--- src/rtl/branch_target_buffer.sv ---
// Direct-mapped branch target buffer: combinational next-PC lookup for fetch,
// trained on the clock by resolved EX-stage branches.
//
// Ports:
//   Clk, Reset    posedge clock; async active-high reset clears the table
//   PC            current fetch address (from PC register)
//   NextAddress   predicted next fetch address (to PC register input)
//   PredHit       valid entry with matching tag for PC
//   PredTaken     PredHit and counter predicts taken
//   UpdateValid   resolved branch present this cycle
//   UpdatePC      address of the resolved branch
//   UpdateTaken   actual branch outcome
//   UpdateTarget  actual taken target
module branch_target_buffer #(
  parameter int IDX_W = 4,
  parameter int TAG_W = 30 - IDX_W
) (
  input  logic        Clk,
  input  logic        Reset,
  input  logic [31:0] PC,
  output logic [31:0] NextAddress,
  output logic        PredHit,
  output logic        PredTaken,
  input  logic        UpdateValid,
  input  logic [31:0] UpdatePC,
  input  logic        UpdateTaken,
  input  logic [31:0] UpdateTarget
);

  localparam int N = 1 << IDX_W;

  localparam logic [1:0] CTR_SNT = 2'b00;
  localparam logic [1:0] CTR_WNT = 2'b01;
  localparam logic [1:0] CTR_WT  = 2'b10;
  localparam logic [1:0] CTR_ST  = 2'b11;

  logic [N-1:0]     valid_q;
  logic [TAG_W-1:0] tag_q    [N];
  logic [31:0]      target_q [N];
  logic [1:0]       ctr_q    [N];

  // Byte offset bits never take part in indexing or tagging.
  logic unused_lowbits;
  assign unused_lowbits = ^{PC[1:0], UpdatePC[1:0]};

  // ---------------- lookup ----------------
  logic [IDX_W-1:0] l_idx;
  logic [TAG_W-1:0] l_tag;
  logic [31:0]      pc_plus4;

  assign l_idx    = PC[IDX_W+1:2];
  assign l_tag    = PC[31:IDX_W+2];
  assign pc_plus4 = PC + 32'd4;

  // Reset gates the outputs so the miss is seen the instant Reset rises,
  // independent of how the cleared flops propagate.
  always_comb begin
    PredHit     = 1'b0;
    PredTaken   = 1'b0;
    NextAddress = pc_plus4;
    if (!Reset && valid_q[l_idx] && (tag_q[l_idx] == l_tag)) begin
      PredHit   = 1'b1;
      PredTaken = ctr_q[l_idx][1];
    end
    if (PredTaken) begin
      NextAddress = target_q[l_idx];
    end
  end

  // ---------------- training ----------------
  logic [IDX_W-1:0] u_idx;
  logic [TAG_W-1:0] u_tag;
  logic             u_hit;
  logic [1:0]       u_ctr;

  assign u_idx = UpdatePC[IDX_W+1:2];
  assign u_tag = UpdatePC[31:IDX_W+2];
  assign u_hit = valid_q[u_idx] && (tag_q[u_idx] == u_tag);
  assign u_ctr = ctr_q[u_idx];

  logic             we_d;
  logic [TAG_W-1:0] tag_d;
  logic [31:0]      target_d;
  logic [1:0]       ctr_d;

  always_comb begin
    we_d     = 1'b0;
    tag_d    = tag_q[u_idx];
    target_d = target_q[u_idx];
    ctr_d    = u_ctr;
    if (UpdateValid) begin
      if (u_hit) begin
        we_d = 1'b1;
        if (UpdateTaken) begin
          target_d = UpdateTarget;
          ctr_d    = (u_ctr == CTR_ST) ? CTR_ST : u_ctr + 2'd1;
        end else begin
          ctr_d    = (u_ctr == CTR_SNT) ? CTR_SNT : u_ctr - 2'd1;
        end
      end else if (UpdateTaken) begin
        // Allocate or evict the aliasing entry, starting weakly taken.
        we_d     = 1'b1;
        tag_d    = u_tag;
        target_d = UpdateTarget;
        ctr_d    = CTR_WT;
      end
    end
  end

  always_ff @(posedge Clk or posedge Reset) begin
    if (Reset) begin
      valid_q <= '0;
      for (int i = 0; i < N; i++) begin
        tag_q[i]    <= '0;
        target_q[i] <= '0;
        ctr_q[i]    <= CTR_WNT;
      end
    end else if (we_d) begin
      valid_q[u_idx]  <= 1'b1;
      tag_q[u_idx]    <= tag_d;
      target_q[u_idx] <= target_d;
      ctr_q[u_idx]    <= ctr_d;
    end
  end

endmodule

--- config.mk ---
export PLATFORM = sky130hd
export DESIGN_NAME = branch_target_buffer
export DESIGN_NICKNAME = d
export VERILOG_FILES = /design/src/rtl/branch_target_buffer.sv
export SDC_FILE = /design/constraint.sdc
export NUM_CORES = 2
export LEC_CHECK = 0
export CAP_MARGIN = 20
export CELL_PAD_IN_SITES_DETAIL_PLACEMENT = 1
export CELL_PAD_IN_SITES_GLOBAL_PLACEMENT = 1
export CORE_MARGIN = 2
export CORE_UTILIZATION = 45
export DETAILED_ROUTE_END_ITERATION = 10
export PLACE_DENSITY_LB_ADDON = 0.15
export SLEW_MARGIN = 5
export SYNTH_ARGS = -nofsm -noshare
export SYNTH_HDL_FRONTEND = slang
export SYNTH_SLANG_ARGS = --single-unit
--- constraint.sdc ---
create_clock -name Clk -period 45.6 [get_ports Clk]
set_clock_uncertainty 0.05 [all_clocks]
set_input_delay 9.12 -clock Clk [delete_from_list [all_inputs] [get_ports Clk]]
set_output_delay 9.12 -clock Clk [all_outputs]
set_load 0.01 [all_outputs]
==> out/results.tsv <==
stage	metric	value	unit
clocking	post_cts.repair.setup_buffers	0	
routing	ant_nets	0	
clocking	numCtsBuffers	114	
grt	first_global_vias	37250	
floorplan	rows	127	
sta	whs	0.4410	ns
final_layout	final_common_cell	dfrtp_1	
run	maxCapViolCount	0	
setup_path	critPathLaunchType	input port	
setup_path	path_buf_inv	5	
place	gp_congestion	0.8372	
setup_path	crit_slowest_cell	buf_4	
logic_synthesis	ys_seq_elements	976	
setup_path	crit_arrival	15.92	ns
hold_path	min_path_type	register to register	
routing	drc	0	
logic_synthesis	yosys_warnings	0	
logic_synthesis	syn_inst	3432	
place	numPortBuffers	131	
setup_path	cp_max_fo	44	
grt	grt_start_max_net_pins	176	
sta	setup-violations-final	0	
clocking	cts.sink_count	976	
setup_path	worst_path_most_repeated_cell	buf_4	
logic_synthesis	synth_edf_count	0	
grt	grt_pass1_wl	258600	um
status	outcome	finished clean	
sta	fmax	39.86	MHz
final_layout	n_fill_cell	11100	
routing	drt-initial-drc-count	2400	
sta	finalHoldViolations	0	
clocking	clockBufferDepth	3	
grt	overflow	0	
final_layout	nNetsFinal	3525	
clocking	h-tree-depth	3	
sta	period_share	0.5502	
final_layout	mostFrequentLayoutCells	dfrtp_1, mux2_2, mux4_2, mux2_1, clkdlybuf4s50_1	
final_layout	area_growth	12.03	%
final_layout	postLayoutCellArea	60630	sq um
setup_path	cp.required	36.43	ns
clocking	holdBufCountCts	0	
logic_synthesis	ys_async_sr_fraction	1.000	
power_and_ir_drop	p_per_area	41.51	nW/um^2
grt	grt_usage	0.2863	
grt	antenna_found_initial	4	
routing	vias	33110	
floorplan	core	119700	sq um
final_layout	final_util	0.5067	
power_and_ir_drop	ir_drop	0.00002958	V
logic_synthesis	syn_area_per_cell	15.77	sq um
sta	maxSlewViolCount	0	
routing	first_pass_iters	5	
logic_synthesis	mappedNetlistNets	3533	
final_layout	layout-drive-gt1-share	0.4224	
floorplan	die-width	350.8	um
setup_path	crit_type	input port to output port	
routing	post_drt_via_cell_ratio	6.453	
sta	fin_tns_setup	0	ns
sta	rsz0062_at_grt	no	
logic_synthesis	ys_seq_area_frac	0.4517	
setup_path	cp_cell_sequence	buf_8 > buf_4 > buf_4 > mux4_2 > nor2b_1 > a211oi_1 > a21oi_1 > xnor2_1 > or4b_2 > or4_1 > nor4_4 > buf_4 > mux2_2 > clkdlybuf4s50_1	
sta	relSlewSlack	0.2170	
sta	worst_slew_pin_slew	1.175	ns
setup_path	crit_path_max_incr_delay	0.79	ns
logic_synthesis	ys.flop_type	dfrtp_1	
clocking	root_buffer	clkbuf_16	
floorplan	die_y	350.8	um
power_and_ir_drop	power.leakage	0.02732	uW
floorplan	ioPinCount	134	
floorplan	start_util	0.4523	
logic_synthesis	yosysUniqueCellTypes	71	
clocking	clock_latency	0.72	ns
floorplan	die-area	123100	sq um
clocking	cts_tree	done	
clocking	ctsResizeCount	0	
place	placed_area	56510	sq um
clocking	clk_pin_slew_worst_paths	0.05	ns
routing	drt_wl_total	173300	um
logic_synthesis	synth.cell_area	54120	sq um
setup_path	crit_family	buffers and inverters	
sta	min_period	25.09	ns
place	dp_hpwl	102000	um
routing	wl_per_cell	33.78	um
setup_path	endpoint_kind	output port	
[final timing paths]
kind | from | to | slack, ns | cells after the start
worst max-delay path | PC[2] | NextAddress[30] | 20.51 | 14
worst min-delay path | valid_q[10] | valid_q[10] | 0.44 | 1
worst max register to register | tag_q[267] | target_q[10] | 39.77 | 12
worst min register to register | valid_q[10] | valid_q[10] | 0.44 | 1
max in group asynchronous | Reset | tag_q[6] | 34.41 | 4
min in group asynchronous | Reset | target_q[153] | 8.81 | 2
[final cells by class]
| class | count | area (sq um) | share of cell area |
|---|---|---|---|
| Tap cell | 1612 | 2017 | 0.03327 |
| Timing Repair Buffer | 203 | 1968 | 0.03246 |
| Clock inverter | 47 | 596.8 | 0.009844 |
| Antenna cell | 3 | 7.507 | 0.0001238 |
| Clock buffer | 161 | 3406 | 0.05618 |
| Sequential cell | 976 | 24440 | 0.4032 |
| Multi-Input combinational cell | 2113 | 28120 | 0.4638 |
| Inverter | 16 | 70.07 | 0.001156 |
[per-stage QoR]
stage          power [uW]  instances  worst slack, ns
6_report             2517       5131            20.51
5_1_grt              2616       5129            20.20
4_1_cts              2534       5119            20.44
3_5_place_dp         1552       4911            20.49
3_3_place_gp         1515       4910            20.44
2_1_floorplan        1406       3432            3.388
[Yosys cell counts (all sizes together) (3+ instances only)]
cell / number / share of area
mux2: 1062 / 0.22
dfrtp: 960 / 0.44
mux4: 529 / 0.22
buf: 187 / 0.019
clkbuf: 140 / 0.0097
mux2i: 110 / 0.020
xnor2: 54 / 0.0087
nor2: 34 / 0.0024
a21oi: 32 / 0.0030
nor2b: 31 / 0.0036
xor2: 29 / 0.0047
nand2: 27 / 0.0019
nand3: 26 / 0.0043
a211oi: 24 / 0.0033
nand2b: 19 / 0.0022
dfstp: 16 / 0.0078
inv: 16 / 0.0011
nand4: 13 / 0.0018
a22oi: 12 / 0.0017
o21ai: 11 / 0.0010
and3: 10 / 0.0012
o22ai: 10 / 0.0012
nor4: 9 / 0.0013
and2: 5 / 0.00058
a221oi: 4 / 0.00065
nor3: 4 / 0.00037
a2111oi: 3 / 0.00051
a221o: 3 / 0.00055
and4: 3 / 0.00049
nor3b: 3 / 0.00042
o211ai: 3 / 0.00042
o221ai: 3 / 0.00049
or2: 3 / 0.00035
or3: 3 / 0.00035
or4: 3 / 0.00042
or4b: 3 / 0.00055
[worst register-to-register path: cells and delay by family (launching register included)]
family / cells / cell delay (ns)
buffers and inverters: 3 / 1.45
DFF: 1 / 0.41
xor gates and xnor gates: 1 / 0.46
AOI/OAI and AO/OA: 2 / 0.49
muxes: 2 / 0.94
and+or+nand+nor: 4 / 1.92
[cell families after synthesis]
group | Yosys count | share of synthesized area
adders and majority gates | 2 | 0.0004161
and+or+nand+nor | 203 | 0.02333
AOI/OAI and AO/OA | 124 | 0.01648
buffers and inverters | 343 | 0.02945
muxes | 1701 | 0.4652
DFF | 976 | 0.4517
xor gates and xnor gates | 83 | 0.01343
[report_power, final]
part           internal (uW)  leakage (uW)  switching, uW  total [uW]
clock network            590       0.00197            383         974
logic                    250        0.0122            214         464
registers                986        0.0131           92.8        1080
[flip-flops by register name, indices dropped and copies added (netlist names)]
| signal | flops |
|---|---|
| target_q | 512 |
| ctr_q | 32 |
| tag_q | 416 |
| valid_q | 16 |
[layer usage]
layer	up-vias	track usage	share of wire
met3	295	0.04405	0.050
met5	-	0	0.000052
met2	967	0.4731	0.49
met4	2	0.08908	0.029
met1	18500	0.3909	0.43
li1	13350	-	-
Note: power is estimated with default switching activity, not from simulation.
